## src/rtl/spi_pkg.sv

```systemverilog
// Shared types and constants for the SPI shift-register block.
package spi_pkg;

  typedef enum logic {
    IDLE  = 1'b0,
    SHIFT = 1'b1
  } spi_state_e;

  localparam logic SPI_LSB_FIRST = 1'b1;
  localparam logic SPI_MSB_FIRST = 1'b0;

endpackage

```

## src/rtl/spi_shreg_if.sv

```systemverilog
// Signal bundle between the SPI edge generator / register file and spi_shreg.
interface spi_shreg_if #(
  parameter int DW = 8,
  parameter int CW = $clog2(DW + 1)
) ();

  logic          ld;
  logic [DW-1:0] ld_data;
  logic          lsb_first;
  logic          din;
  logic          smp;
  logic          sh;
  logic          dout;
  logic [DW-1:0] dstr;
  logic          busy;
  logic          done;
  logic [CW-1:0] bit_cnt;

  modport master (
    output ld, ld_data, lsb_first, din, smp, sh,
    input  dout, dstr, busy, done, bit_cnt
  );

  modport slave (
    input  ld, ld_data, lsb_first, din, smp, sh,
    output dout, dstr, busy, done, bit_cnt
  );

endinterface

```

## src/rtl/spi_bitcnt.sv

```systemverilog
// Bit counter with clear, enable and terminal-count (count == DW) flag.
module spi_bitcnt #(
  parameter int DW = 8,
  parameter int CW = $clog2(DW + 1)
) (
  input  logic          clk,
  input  logic          rst,
  input  logic          i_clr,
  input  logic          i_en,
  output logic [CW-1:0] o_cnt,
  output logic          o_tc
);

  logic [CW-1:0] r_cnt;

  always_ff @(posedge clk) begin
    if (rst) begin
      r_cnt <= '0;
    end else if (i_clr) begin
      r_cnt <= '0;
    end else if (i_en) begin
      r_cnt <= r_cnt + CW'(1);
    end
  end

  assign o_cnt = r_cnt;
  assign o_tc  = (r_cnt == CW'(DW));

endmodule

```

## src/rtl/spi_shreg.sv

```systemverilog
// Parametrised SPI data shift register: LSB/MSB-first, separate sample and
// shift strobes, internal bit counter with busy/done handshake.
module spi_shreg
  import spi_pkg::*;
#(
  parameter int DW = 8,
  parameter int CW = $clog2(DW + 1)
) (
  input  logic        clk,
  input  logic        rst,
  spi_shreg_if.slave  bus
);

  spi_state_e    r_state;
  spi_state_e    w_state_next;
  logic [DW-1:0] r_shr;
  logic [DW-1:0] r_dstr;
  logic          r_samp;
  logic          r_mode;
  logic          r_done;

  logic [CW-1:0] w_cnt;
  logic          w_tc;
  logic          w_active;
  logic          w_sh;
  logic          w_smp;
  logic          w_bit;
  logic          w_last;
  logic [DW-1:0] w_shr_next;

  function automatic logic [DW-1:0] shift_in(input logic [DW-1:0] s,
                                             input logic b,
                                             input logic m);
    if (m == SPI_LSB_FIRST) return {b, s[DW-1:1]};
    else                    return {s[DW-2:0], b};
  endfunction

  // A load outranks both strobes; strobes only act while a word is in flight.
  assign w_active   = (r_state == SHIFT);
  assign w_sh       = w_active && bus.sh && !w_tc && !bus.ld;
  assign w_smp      = w_active && bus.smp && !bus.ld;
  assign w_bit      = bus.smp ? bus.din : r_samp;
  assign w_shr_next = shift_in(r_shr, w_bit, r_mode);
  assign w_last     = w_sh && (w_cnt == CW'(DW - 1));

  spi_bitcnt #(
    .DW (DW),
    .CW (CW)
  ) u_bitcnt (
    .clk   (clk),
    .rst   (rst),
    .i_clr (bus.ld),
    .i_en  (w_sh),
    .o_cnt (w_cnt),
    .o_tc  (w_tc)
  );

  always_ff @(posedge clk) begin
    if (rst) r_state <= IDLE;
    else     r_state <= w_state_next;
  end

  always_comb begin
    w_state_next = r_state;
    if (bus.ld)      w_state_next = SHIFT;
    else if (w_last) w_state_next = IDLE;
  end

  always_ff @(posedge clk) begin
    if (rst) begin
      r_shr  <= '0;
      r_dstr <= '0;
      r_samp <= 1'b0;
      r_mode <= SPI_LSB_FIRST;
      r_done <= 1'b0;
    end else begin
      r_done <= w_last;
      if (bus.ld) begin
        r_shr  <= bus.ld_data;
        r_mode <= bus.lsb_first;
        r_samp <= 1'b0;
      end else begin
        if (w_smp)  r_samp <= bus.din;
        if (w_sh)   r_shr  <= w_shr_next;
        if (w_last) r_dstr <= w_shr_next;
      end
    end
  end

  assign bus.dout    = (r_mode == SPI_LSB_FIRST) ? r_shr[0] : r_shr[DW-1];
  assign bus.dstr    = r_dstr;
  assign bus.busy    = w_active;
  assign bus.done    = r_done;
  assign bus.bit_cnt = w_cnt;

endmodule

```

## src/flat_wrapper.sv

```systemverilog
// flat-port wrapper written by rule: the top's interface ports become plain ports
module spi_shreg_flat import spi_pkg::*;
#(
  parameter int DW = 8,
  parameter int CW = $clog2(DW + 1)
)
  (clk, rst, bus_ld, bus_ld_data, bus_lsb_first, bus_din, bus_smp, bus_sh, bus_dout, bus_dstr, bus_busy, bus_done, bus_bit_cnt);
  spi_shreg_if #(.DW(DW), .CW(CW)) bus_i ();
  input  logic clk;
  input  logic rst;
  input wire logic [$bits(bus_i.ld)-1:0] bus_ld;
  input wire logic [$bits(bus_i.ld_data)-1:0] bus_ld_data;
  input wire logic [$bits(bus_i.lsb_first)-1:0] bus_lsb_first;
  input wire logic [$bits(bus_i.din)-1:0] bus_din;
  input wire logic [$bits(bus_i.smp)-1:0] bus_smp;
  input wire logic [$bits(bus_i.sh)-1:0] bus_sh;
  output wire logic [$bits(bus_i.dout)-1:0] bus_dout;
  output wire logic [$bits(bus_i.dstr)-1:0] bus_dstr;
  output wire logic [$bits(bus_i.busy)-1:0] bus_busy;
  output wire logic [$bits(bus_i.done)-1:0] bus_done;
  output wire logic [$bits(bus_i.bit_cnt)-1:0] bus_bit_cnt;
  assign bus_i.ld = bus_ld;
  assign bus_i.ld_data = bus_ld_data;
  assign bus_i.lsb_first = bus_lsb_first;
  assign bus_i.din = bus_din;
  assign bus_i.smp = bus_smp;
  assign bus_i.sh = bus_sh;
  assign bus_dout = bus_i.dout;
  assign bus_dstr = bus_i.dstr;
  assign bus_busy = bus_i.busy;
  assign bus_done = bus_i.done;
  assign bus_bit_cnt = bus_i.bit_cnt;
  spi_shreg #(.DW(DW), .CW(CW)) u_core (.clk(clk), .rst(rst), .bus(bus_i));
endmodule
```

## config.mk

```make
export PLATFORM = sky130hd
export DESIGN_NAME = spi_shreg_flat
export DESIGN_NICKNAME = d
export VERILOG_FILES = /design/src/rtl/spi_pkg.sv /design/src/rtl/spi_shreg_if.sv /design/src/rtl/spi_bitcnt.sv /design/src/rtl/spi_shreg.sv /design/src/flat_wrapper.sv
export SDC_FILE = /design/constraint.sdc
export NUM_CORES = 1
export LEC_CHECK = 0
export ABC_AREA = 1
export CORE_UTILIZATION = 30
export CTS_CLUSTER_DIAMETER = 30
export DETAILED_ROUTE_END_ITERATION = 7
export SLEW_MARGIN = 10
export SYNTH_ARGS = -nofsm -noshare
export SYNTH_HDL_FRONTEND = slang
export SYNTH_HIERARCHICAL = 1
export SYNTH_SLANG_ARGS = --single-unit
export TNS_END_PERCENT = 50
```

## constraint.sdc

```tcl
create_clock -name clk -period 2.9 [get_ports clk]
set_input_delay 0.87 -clock clk [delete_from_list [all_inputs] [get_ports clk]]
set_output_delay 0.87 -clock clk [all_outputs]
set_load 0.1 [all_outputs]
```

Yosys cells after proc, flatten, opt, wreduce, memory -nomap -nowiden
Index checks and enable logic that the tools add are counted.

Bits in registers: 24. Bits of input ports: 15. Output and inout bits: 15. Logic and storage cells: 30.

$add $sub $neg: 1. Eq/ne operators: 2. Mux-type cells: 7. Bitwise gates (word level): 1. Reduce and logical (&&, ||, !) cells: 12.

Operators by type and width (number): 2-to-1 mux 8 bit (3); logical AND 1 bit (6); adder 4 x 1 -> 4 bit, second input constant (1); equality test 4 x 3 -> 1 bit, second input constant (1); equality test 4 bit, second input constant (1); 2-to-1 mux 1 bit (4); nonzero test 2 bit (2); zero test 1 bit (2); AND reduction 2 bit (1); OR reduction 2 bit (1); inverter 1 bit (1).

Longest topological paths before layout
Gate-level depths: netlist (run 1).

Word-level depth: 7. Depth in mapped cells: 12. Gate-level depth less buffers: 12.

Hierarchy
The synthesis (run 1) kept the hierarchy.

By module, submodules not included: spi_shreg (instances 1, cells an instance 143, area an instance 982.2 µm²); spi_bitcnt (instances 1, cells an instance 27, area an instance 193.9 µm²).

Least setup slack after synthesis (run 1)
Ideal clock, no wire load.

Kind: register to output. From: reg u_core.r_mode. To: out bus_dout. Arrival time: 2.521 ns. Required time: 2.030 ns. Slack: -0.491 ns. Stages on the path, launching flop included: 3. Buffers on the path: 0. Cells stage by stage: dfxtp_1 inv_2 o21ai_0.

Word-level cells in the longest chain between the ends: 1.

RTL lines: start, declared (RTL line spi_shreg.sv:19) `logic r_mode;`; start signal, assigned (RTL line spi_shreg.sv:80) `r_mode <= bus.lsb_first;`; 2-to-1 mux 1 bit (RTL line spi_shreg.sv:90) `assign bus.dout = (r_mode == SPI_LSB_FIRST) ? r_shr[0] : r_shr[DW-1];`; end, declared (RTL line flat_wrapper.sv:17) `output wire logic [$bits(bus_i.dout)-1:0] bus_dout;`.

Every way passes these cells.

Worst setup path after layout (run 1)
Same ends and word-level chain as after synthesis.

==> out/metrics.yaml, run 1 <==
detailed_routing:
  totalWireLength_microns: 2675
  drcViolationCount: 0
  via_per_inst: 4.464
  antenna_left: 0
  wl_per_cell_microns: 10.70
  dr.first_iter.drc_count: 69
  dr_total_vias: 1116
  firstDrtPassIters: 4
finish:
  fillers: 399
  layout.nets: 220
  final_cells: 250
  drive_above_1_share_pct: 15.35
  diodes: 0
  multi_input_area_sq_um: 615.6
  regArea_sq_um: 480.5
  final_common_cell: "nand2_1"
  final_cell_mix: "nand2_1 (64), dfxtp_1 (24), nand3_1 (22), buf_4 (17), clkdlybuf4s50_1 (14)"
  post-route-util_pct: 42.05
  syn_to_final_growth_pct: 32.87
sta:
  setup_tns_ns: 0
  fin_crit_ns: 2.313
  worst_slack_ns: 0.5873
  maxSlewHeadroom_pct: 73.93
  report.final.slew_viol_count: 0
  setup_viol: 0
  fin_skew_ns: 0.005939
  whs_ns: 0.4740
  rsz0062_at_grt: "no"
  worst_pin_slew_ns: 0.3905
  fin_crit_sh_pct: 79.75
  max_freq_mhz: 432.4
  finalHoldViolCount: 0
logic_synthesis:
  synthSimpleGateAreaFrac_pct: 42.13
  syn-cell-area_sq_mm: 0.001176
  synth_adder_area_share_pct: 2.128
  synth-warning-count: 6
  synth-xor-area-share_pct: 0
  avgSynthCellArea_sq_um: 6.918
  syn_nets: 187
  synth_seq_cells: 24
  synth_compound_area_share_pct: 8.085
  muxShareOfSynthArea_pct: 0
  synth_top_family_by_area: "simple AND/OR/NAND/NOR gates"
  synth_top_area_share_pct: 40.85
  synth-seq-area-share_pct: 40.85
  yosysTopAreaCell: "dfxtp_1"
  synth_cell_types: 19
  netlist_instances: 170
  yosys-top-cells-area: "dfxtp_1 (41%), nand2_1 (20%), nand3_1 (9.4%)"
die:
  ioPinCount: 30
  initial_core_util_pct: 31.65
  fp.coreArea_sq_mm: 0.003716
  rows: 22
  dieHeight_microns: 64.62
  die_width_microns: 64.62
  dieArea_sq_mm: 0.004175
hold_path:
  hold_class: "reg -> reg"
clock_network:
  clk_pin_slew_ns: 0.09
  htree_levels: 1
  tritoncts: "done"
  post_cts_buffers: 0
  post_cts_resized: 0
  clk_latency_ns: 0.27
  clock-sinks: 24
  cts_root_buf: "clkbuf_8"
  hold_buffers: 0
  cts_buffers: 3
  cts_buffer_depth: 2
place:
  hpwl_microns: 2025
  dp.cells: 246
  place_congestion: 0.7670
  portBuffers: 29
  pre_cts_slack_ns: 0.5966
global_routing:
  antenna_found_initial: 0
  grt-ovfl-total: 0
  grt_pass1_vias: 1007
  grt_pass1_wl_microns: 4685
  grt_max_degree: 17
  grt.total_usage_pct: 14.58
critical_path:
  crit_fanout: 12
  endpoint_kind: "output pin"
  cp.required_ns: 2.03
  crit_path_start_kind: "flip-flop"
  crit_path_cell_trace: "inv_2, o21ai_1, buf_4"
  critPathMaxStageDelay_ns: 0.56
  cp_top_family: "flip-flops"
  slowest_stage: "dfxtp_1"
  arrival_ns: 1.44
  cp_num_buf_inv: 2
  crit_type: "reg -> out"
power:
  pwr-share-clk_pct: 39.2
  p_sw_share_pct: 24.46
  p_int_mw: 0.5633
  power_switching_mw: 0.1824
  comb_power_share_pct: 14.0
  p_leak_nw: 0.7145
  p_seq_share_pct: 46.8
  p_per_area_mw_per_mm2: 477.2
  irDropWorstVdd_mv: 0.2877
outcome:
  outcome: "complete, no violations"
job:
  cap_viol_max_count: 0
==> worst register-to-register path: cells and delay by family, from the launching register on <==
kind | cells | cell delay, ns
flops | 1 | 0.44
fa+ha+maj | 1 | 0.20
simple gates | 8 | 0.95
buf+inv | 2 | 0.16
==> synthesized netlist by cell type <==
master,number
nor2_8,2
nand3_1,22
nor2_1,8
inv_1,7
dfxtp_1,24
nor4_1,1
clkbuf_1,2
inv_2,3
or2_2,1
a21oi_1,13
nand2_8,1
nand3_4,1
ha_1,2
clkinv_1,8
and2_1,2
buf_2,1
nor2_2,2
o21ai_0,6
nand2_1,64
==> sequential cells by signal, summed over array words and instances, names as in the netlist <==
| register | count |
|---|---|
| u_core/bus.busy | 1 |
| u_core/bus.done | 1 |
| u_core/bus.dstr | 8 |
| u_core/r_mode | 1 |
| u_core/r_samp | 1 |
| u_core/r_shr | 8 |
| u_core/u_bitcnt/o_cnt | 4 |
==> per-layer routing <==
metal  part of all wire [%]  global-route usage [%]  routed length [microns]  vias to the layer above
li1                       -                       -                        -                      604
met2                     44                   23.29                     1178                       26
met4                    1.0                   5.000                       27                        0
met5                      0                       0                        0                        -
met3                    3.4                   3.169                       90                        2
met1                     52                   19.23                     1378                      484
==> power by group through the flow <==
stage | logic [mW] | registers [mW] | clock network, mW
floorplan | 0.0557 | 0.363 | 0
global placement | 0.104 | 0.357 | 0
detailed placement | 0.105 | 0.356 | 0
CTS | 0.105 | 0.349 | 0.302
global route | 0.116 | 0.351 | 0.315
finish | 0.104 | 0.349 | 0.292
==> cell type report <==
| class | instances | share of cell area [%] |
|---|---|---|
| clock buffer | 3 | 2.642 |
| clock inverter | 1 | 1.922 |
| inverter | 18 | 4.323 |
| multi-input combinational | 125 | 39.39 |
| sequential | 24 | 30.74 |
| tap | 48 | 3.843 |
| timing repair buffer | 31 | 17.13 |
==> cells by family (layout without fill, tap and decap cells) <==
kind of cell	after synthesis	count (layout)
simple gates	104	104
flops	24	24
buf+inv	21	53
compound gates	19	19
fa+ha+maj	2	2
==> stage by stage <==
stage | power, mW | instance area [sq um]
floorplan | 0.4191 | 1176
global placement | 0.4611 | 1491
detailed placement | 0.4613 | 1491
CTS | 0.7554 | 1563
global route | 0.7815 | 1563
finish | 0.7457 | 1563
==> worst paths after layout <==
| check | start | endpoint | slack (ns) | depth (start not counted) |
|---|---|---|---|---|
| setup / recovery | u_core/r_mode | bus_dout | 0.59 | 3 |
| hold / removal | u_core/bus.dstr[4] | u_core/bus.dstr[4] | 0.47 | 2 |
| setup reg to reg | u_core/u_bitcnt/o_cnt[0] | u_core/bus.dstr[2] | 1.12 | 11 |
| hold reg to reg | u_core/bus.dstr[4] | u_core/bus.dstr[4] | 0.47 | 2 |
(Power assumes the default switching activity.)
==> inputs of run 2 (changes only) <==
==> constraint.sdc (replaced) <==
create_clock -name clk -period 1.9 [get_ports clk]
set_input_delay 0.57 -clock clk [delete_from_list [all_inputs] [get_ports clk]]
set_output_delay 0.57 -clock clk [all_outputs]
set_load 0.1 [all_outputs]
==> out/metrics.yaml, run 2 (synthesized netlist as in run 1, its figures left out) <==
global_routing:
  grt-ovfl-total: 0  # unchanged
  grt_pass1_vias: 1061  # +5.4%
  grt_max_degree: 15  # -2
  grt.total_usage_pct: 14.92  # +0.34 points
  grt_pass1_wl_microns: 4788  # +2.2%
  antenna_found_initial: 0  # unchanged
detailed_routing:
  drcViolationCount: 0  # unchanged
  via_per_inst: 4.588  # +2.8%
  firstDrtPassIters: 4  # unchanged
  antenna_left: 0  # unchanged
  dr.first_iter.drc_count: 69  # unchanged
  wl_per_cell_microns: 10.91  # +2.0%
  dr_total_vias: 1170  # +4.8%
  totalWireLength_microns: 2783  # +4.0%
critical_path:
  arrival_ns: 1.86  # +0.42 ns
  endpoint_kind: "flip-flop"
  crit_fanout: 5  # -7
  cp.required_ns: 2.09  # +0.06 ns
  cp_top_family: "buffers and inverters"
  crit_path_start_kind: "primary input"
  crit_path_cell_trace: "clkdlybuf4s50_1, buf_4, nor2_1, o21ai_0, a21oi_1"
  crit_type: "in -> reg"
  critPathMaxStageDelay_ns: 0.55  # about the same
  cp_num_buf_inv: 2  # unchanged
  slowest_stage: "clkdlybuf4s50_1"
sta:
  fin_crit_ns: 1.672
  setup_viol: 0  # unchanged
  setup_tns_ns: 0  # unchanged
  whs_ns: 0.4972  # +0.02327 ns
  max_freq_mhz: 598.1
  rsz0062_at_grt: "no"
  fin_crit_sh_pct: 88.00
  report.final.slew_viol_count: 0  # unchanged
  fin_skew_ns: 0.003356  # -0.002583 ns
  finalHoldViolCount: 0  # unchanged
  maxSlewHeadroom_pct: 80.43  # +6.5 points
  worst_pin_slew_ns: 0.2904  # -0.1001 ns
power:
  comb_power_share_pct: 16.0  # +2.0 points
  irDropWorstVdd_mv: 0.4995  # +74%
  p_per_area_mw_per_mm2: 633.7  # +33%
  p_int_mw: 0.8766  # +56%
  pwr-share-clk_pct: 38.1  # -1.1 points
  p_seq_share_pct: 45.9  # -0.9 points
  p_leak_nw: 0.7895  # +10%
  power_switching_mw: 0.2732  # +50%
  p_sw_share_pct: 23.76  # -0.70 points
clock_network:
  clk_pin_slew_ns: 0.08  # about the same
  cts_root_buf: "clkbuf_8"
  cts_buffer_depth: 2  # unchanged
  htree_levels: 1  # unchanged
  hold_buffers: 0  # unchanged
  clk_latency_ns: 0.26  # about the same
  tritoncts: "done"
  post_cts_resized: 0  # unchanged
  clock-sinks: 24  # unchanged
  post_cts_buffers: 0  # unchanged
  cts_buffers: 3  # unchanged
place:
  hpwl_microns: 2164  # +6.9%
  placed_area_sq_mm: 0.001743  # +17%
  portBuffers: 29  # unchanged
  place_congestion: 0.7921  # +3.3%
finish:
  design_area_sq_mm: 0.001814  # +16%
  layout.nets: 225  # +2.3%
  drive_above_1_share_pct: 19.81  # +4.5 points
  final_common_cell: "nand2_1"
  diodes: 0  # unchanged
  syn_to_final_growth_pct: 54.26
  final_cell_mix: "nand2_1 (64), nand3_1 (22), dfxtp_1 (20), buf_12 (16), clkdlybuf4s50_1 (14)"
hold_path:
  hold_class: "reg -> reg"
die:
  fp.coreArea_sq_mm: 0.003716  # unchanged
  die_width_microns: 64.62  # unchanged
  initial_core_util_pct: 31.65  # unchanged
  dieArea_sq_mm: 0.004175  # unchanged
  ioPinCount: 30  # unchanged
  rows: 22  # unchanged
  dieHeight_microns: 64.62  # unchanged
job:
  cap_viol_max_count: 0  # unchanged
outcome:
  outcome: "complete, no violations"
-- run 2: cell types whose count changed in the layout (fill, tap and decap cells not counted) --
cell | before | now
dfxtp_4 | 0 | 2
dfxtp_2 | 0 | 2
o21ai_1 | 1 | 0
dfxtp_1 | 24 | 20
buf_12 | 0 | 16
o21ai_2 | 0 | 1
buf_4 | 17 | 6
-- run 2: final timing paths --
kind | startpoint | to | slack (ns) | depth (start not counted)
max | bus_ld | u_core/u_bitcnt/o_cnt[1] | 0.23 | 5
max reg2reg | u_core/u_bitcnt/o_cnt[0] | u_core/u_bitcnt/o_cnt[1] | 0.33 | 10
min reg2reg | u_core/u_bitcnt/o_cnt[0] | u_core/u_bitcnt/o_cnt[0] | 0.50 | 1
min | u_core/u_bitcnt/o_cnt[0] | u_core/u_bitcnt/o_cnt[0] | 0.50 | 1
-- run 2: layout make-up --
class | instances | area (sq um)
Tap cell | 48 | 60.06
Sequential cell | 24 | 490.5
Timing Repair Buffer | 36 | 505.5
Fill cell | 350 | 1902
Inverter | 18 | 67.56
Clock inverter | 1 | 30.03
Multi-Input combinational cell | 125 | 619.3
Clock buffer | 3 | 41.29
-- run 2: metal layers --
metal	routed length (microns)	track usage, %
met1	1326	19.25
met2	1304	24.74
met3	123	3.521
met4	27	3.889
met5	0	0
-- run 2: worst reg2reg max path, cell delays in order, from the launching register on --
cell and delay, ns:
dfxtp_4 0.40, inv_1 0.05, ha_1 0.19, nand2_1 0.06, nor2_1 0.04, inv_1 0.09, nand3_4 0.09, nor2_8 0.21
buf_4 0.16, o21ai_0 0.07, a21oi_1 0.13
-- run 2: power by group through the flow --
stage | Clock, mW | Sequential, mW | Combinational, mW
2_1_floorplan | 0 | 0.553 | 0.0859
3_3_place_gp | 0 | 0.540 | 0.183
3_5_place_dp | 0 | 0.540 | 0.184
4_1_cts | 0.447 | 0.528 | 0.185
5_1_grt | 0.469 | 0.531 | 0.202
6_report | 0.438 | 0.528 | 0.184
-- run 2: stage by stage --
| stage | util (%) | instances | worst slack, ns | power [mW] |
|---|---|---|---|---|
| after floorplan | - | 170 | 0.03502 | 0.6388 |
| after global placement | 46.90 | 251 | 0.02182 | 0.7232 |
| after detailed placement | 46.90 | 251 | -0.03205 | 0.7240 |
| after CTS | 48.82 | 255 | 0.2147 | 1.160 |
| after global routing | 48.82 | 255 | 0.1485 | 1.202 |
| final | 48.82 | 255 | 0.2281 | 1.150 |
==> inputs of run 3 (changes only) <==
--- a/config.mk
+++ b/config.mk
@@ -6,9 +6,13 @@
 export NUM_CORES = 1
 export LEC_CHECK = 0
 export ABC_AREA = 1
+export CELL_PAD_IN_SITES_DETAIL_PLACEMENT = 0
+export CELL_PAD_IN_SITES_GLOBAL_PLACEMENT = 1
+export CORE_MARGIN = 5
 export CORE_UTILIZATION = 30
 export CTS_CLUSTER_DIAMETER = 30
 export DETAILED_ROUTE_END_ITERATION = 7
+export PLACE_DENSITY_LB_ADDON = 0.1
 export SLEW_MARGIN = 10
 export SYNTH_ARGS = -nofsm -noshare
 export SYNTH_HDL_FRONTEND = slang
==> out/metrics.yaml, run 3 (synthesized netlist as in run 1, its figures left out) <==
sta:
  whs_ns: 0.4983  # +0.001075 ns
  rsz0062_at_grt: "no"
  fin_crit_sh_pct: 87.91  # about the same
  maxSlewHeadroom_pct: 79.17  # -1.3 points
  finalHoldViolCount: 0  # unchanged
  fin_crit_ns: 1.670  # -0.001550 ns
  report.final.slew_viol_count: 0  # unchanged
  fin_skew_ns: 0.001136  # -0.002221 ns
  max_freq_mhz: 598.7  # about the same
  setup_viol: 0  # unchanged
  worst_pin_slew_ns: 0.3092  # +0.01877 ns
  setup_tns_ns: 0  # unchanged
die:
  fp.coreArea_sq_mm: 0.003716  # unchanged
  initial_core_util_pct: 31.65  # unchanged
  dieArea_sq_mm: 0.005273  # +26%
  rows: 22  # unchanged
  ioPinCount: 30  # unchanged
  dieHeight_microns: 72.62  # +12%
  die_width_microns: 72.62  # +12%
place:
  place_congestion: 0.7242  # -8.6%
  portBuffers: 29  # unchanged
  hpwl_microns: 2314  # +6.9%
  placed_area_sq_mm: 0.001715  # -1.6%
  dp.cells: 249  # -0.80%
job:
  cap_viol_max_count: 0  # unchanged
detailed_routing:
  dr.first_iter.drc_count: 110  # +59%
  via_per_inst: 4.542  # -1.0%
  antenna_left: 0  # unchanged
  firstDrtPassIters: 5  # +1
  dr_total_vias: 1149  # -1.8%
  drcViolationCount: 0  # unchanged
  totalWireLength_microns: 3017  # +8.4%
  wl_per_cell_microns: 11.92  # +9.3%
critical_path:
  crit_type: "reg -> out"
  r2r_setup_slack_ns: 0.30  # -0.03 ns
  r2r-end: "u_core/r_shr[0]"
  r2r_cells: 10  # unchanged
  cp.required_ns: 1.33  # -0.76 ns
  arrival_ns: 1.10  # -0.76 ns
  endpoint_kind: "output pin"
  crit_path_start_kind: "flip-flop"
  crit_fanout: 8  # +3
  timing.rr.start: "u_core/u_bitcnt/o_cnt[0]"
power:
  p_seq_share_pct: 47.5  # +1.6 points
  p_leak_nw: 0.7729  # -2.1%
  p_sw_share_pct: 26.32  # +2.6 points
  power_switching_mw: 0.2927  # +7.1%
  p_per_area_mw_per_mm2: 624.1  # -1.5%
  irDropWorstVdd_mv: 0.2915  # -42%
  p_int_mw: 0.8194  # -6.5%
  pwr-share-clk_pct: 36.3  # -1.8 points
  comb_power_share_pct: 16.2  # +0.2 points
hold_path:
  worstHoldStart: "u_core/u_bitcnt/o_cnt[0]"
  whs_path_depth: 1  # unchanged
  whs_endpoint: "u_core/u_bitcnt/o_cnt[0]"
  hold_class: "reg -> reg"
finish:
  drive_above_1_share_pct: 19.02  # -0.78 points
  fillers: 376  # +7.4%
  final_cells: 253  # -0.78%
  final_common_cell: "nand2_1"
  final_cell_mix: "nand2_1 (64), nand3_1 (22), dfxtp_1 (20), buf_12 (15), clkdlybuf4s50_1 (14)"
  design_area_sq_mm: 0.001782  # -1.8%
  syn_to_final_growth_pct: 51.49
  diodes: 0  # unchanged
  layout.nets: 223  # -0.89%
  regArea_sq_um: 490.5  # unchanged
  multi_input_area_sq_um: 619.3  # unchanged
  post-route-util_pct: 47.95  # -0.88 points
global_routing:
  grt-ovfl-total: 0  # unchanged
  grt_pass1_vias: 1080  # +1.8%
  grt_max_degree: 15  # unchanged
  grt.total_usage_pct: 12.75  # -2.2 points
  antenna_found_initial: 0  # unchanged
  grt_pass1_wl_microns: 5292  # +11%
clock_network:
  cts_buffer_depth: 2  # unchanged
  clk_pin_slew_ns: 0.09  # about the same
  cts_root_buf: "clkbuf_8"
  clock-sinks: 24  # unchanged
  tritoncts: "done"
  clk_latency_ns: 0.27  # about the same
  htree_levels: 1  # unchanged
  post_cts_buffers: 0  # unchanged
  cts_buffers: 3  # unchanged
  post_cts_resized: 0  # unchanged
  hold_buffers: 0  # unchanged
outcome:
  outcome: "complete, no violations"
## run 3: changes by cell type in the layout (fill, tap and decap cells not counted), sizes merged
cell,previous run,this run
buf,22,20
bufinv,1,0
clkbuf,3,4
## run 3: layer usage
| layer | GRT usage (%) | vias up | wire length (microns) |
|---|---|---|---|
| met5 | 0 | - | 0 |
| met4 | 4.918 | 0 | 17 |
| li1 | - | 615 | - |
| met3 | 1.653 | 2 | 162 |
| met2 | 19.94 | 28 | 1398 |
| met1 | 17.74 | 504 | 1439 |
## run 3: how the worst max path moves through the flow
stage	startpoint	end	slack (ns)	depth (start not counted)
2_1_floorplan	u_core/u_bitcnt/o_cnt[0]	u_core/u_bitcnt/o_cnt[3]	0.04	12
3_3_place_gp	bus_sh	u_core/u_bitcnt/o_cnt[3]	0.04	8
3_5_place_dp	bus_ld	u_core/u_bitcnt/o_cnt[1]	-0.03	5
4_1_cts	u_core/r_mode	bus_dout	0.21	3
5_1_grt	bus_ld	u_core/u_bitcnt/o_cnt[1]	0.13	5
6_report	u_core/r_mode	bus_dout	0.23	3
## run 3: stage by stage
| step | total power [mW] | setup WS (ns) |
|---|---|---|
| 2_1_floorplan | 0.6388 | 0.03502 |
| 3_3_place_gp | 0.7213 | 0.04178 |
| 3_5_place_dp | 0.7218 | -0.03128 |
| 4_1_cts | 1.131 | 0.2086 |
| 5_1_grt | 1.164 | 0.1270 |
| 6_report | 1.112 | 0.2296 |
## run 3: worst max-delay path: stages, from the launching register on
cell,delay (ns)
dfxtp_1,0.35
inv_2,0.09
o21ai_2,0.19
buf_12,0.19
## run 3: power by group through the flow
stage                     registers, mW  clock network [mW]  logic, mW
final                             0.528               0.403      0.181
after global placement            0.540                   0      0.181
after floorplan                   0.553                   0     0.0859
after CTS                         0.528               0.421      0.182
after detailed placement          0.540                   0      0.182
after global routing              0.531               0.434      0.199
## run 3: final cells by class
cell class	instances	share of cell area (%)
Tap cell	48	3.371
Sequential cell	24	27.53
Timing Repair Buffer	34	26.83
Clock buffer	4	3.722
Multi-Input combinational cell	125	34.76
Inverter	18	3.792
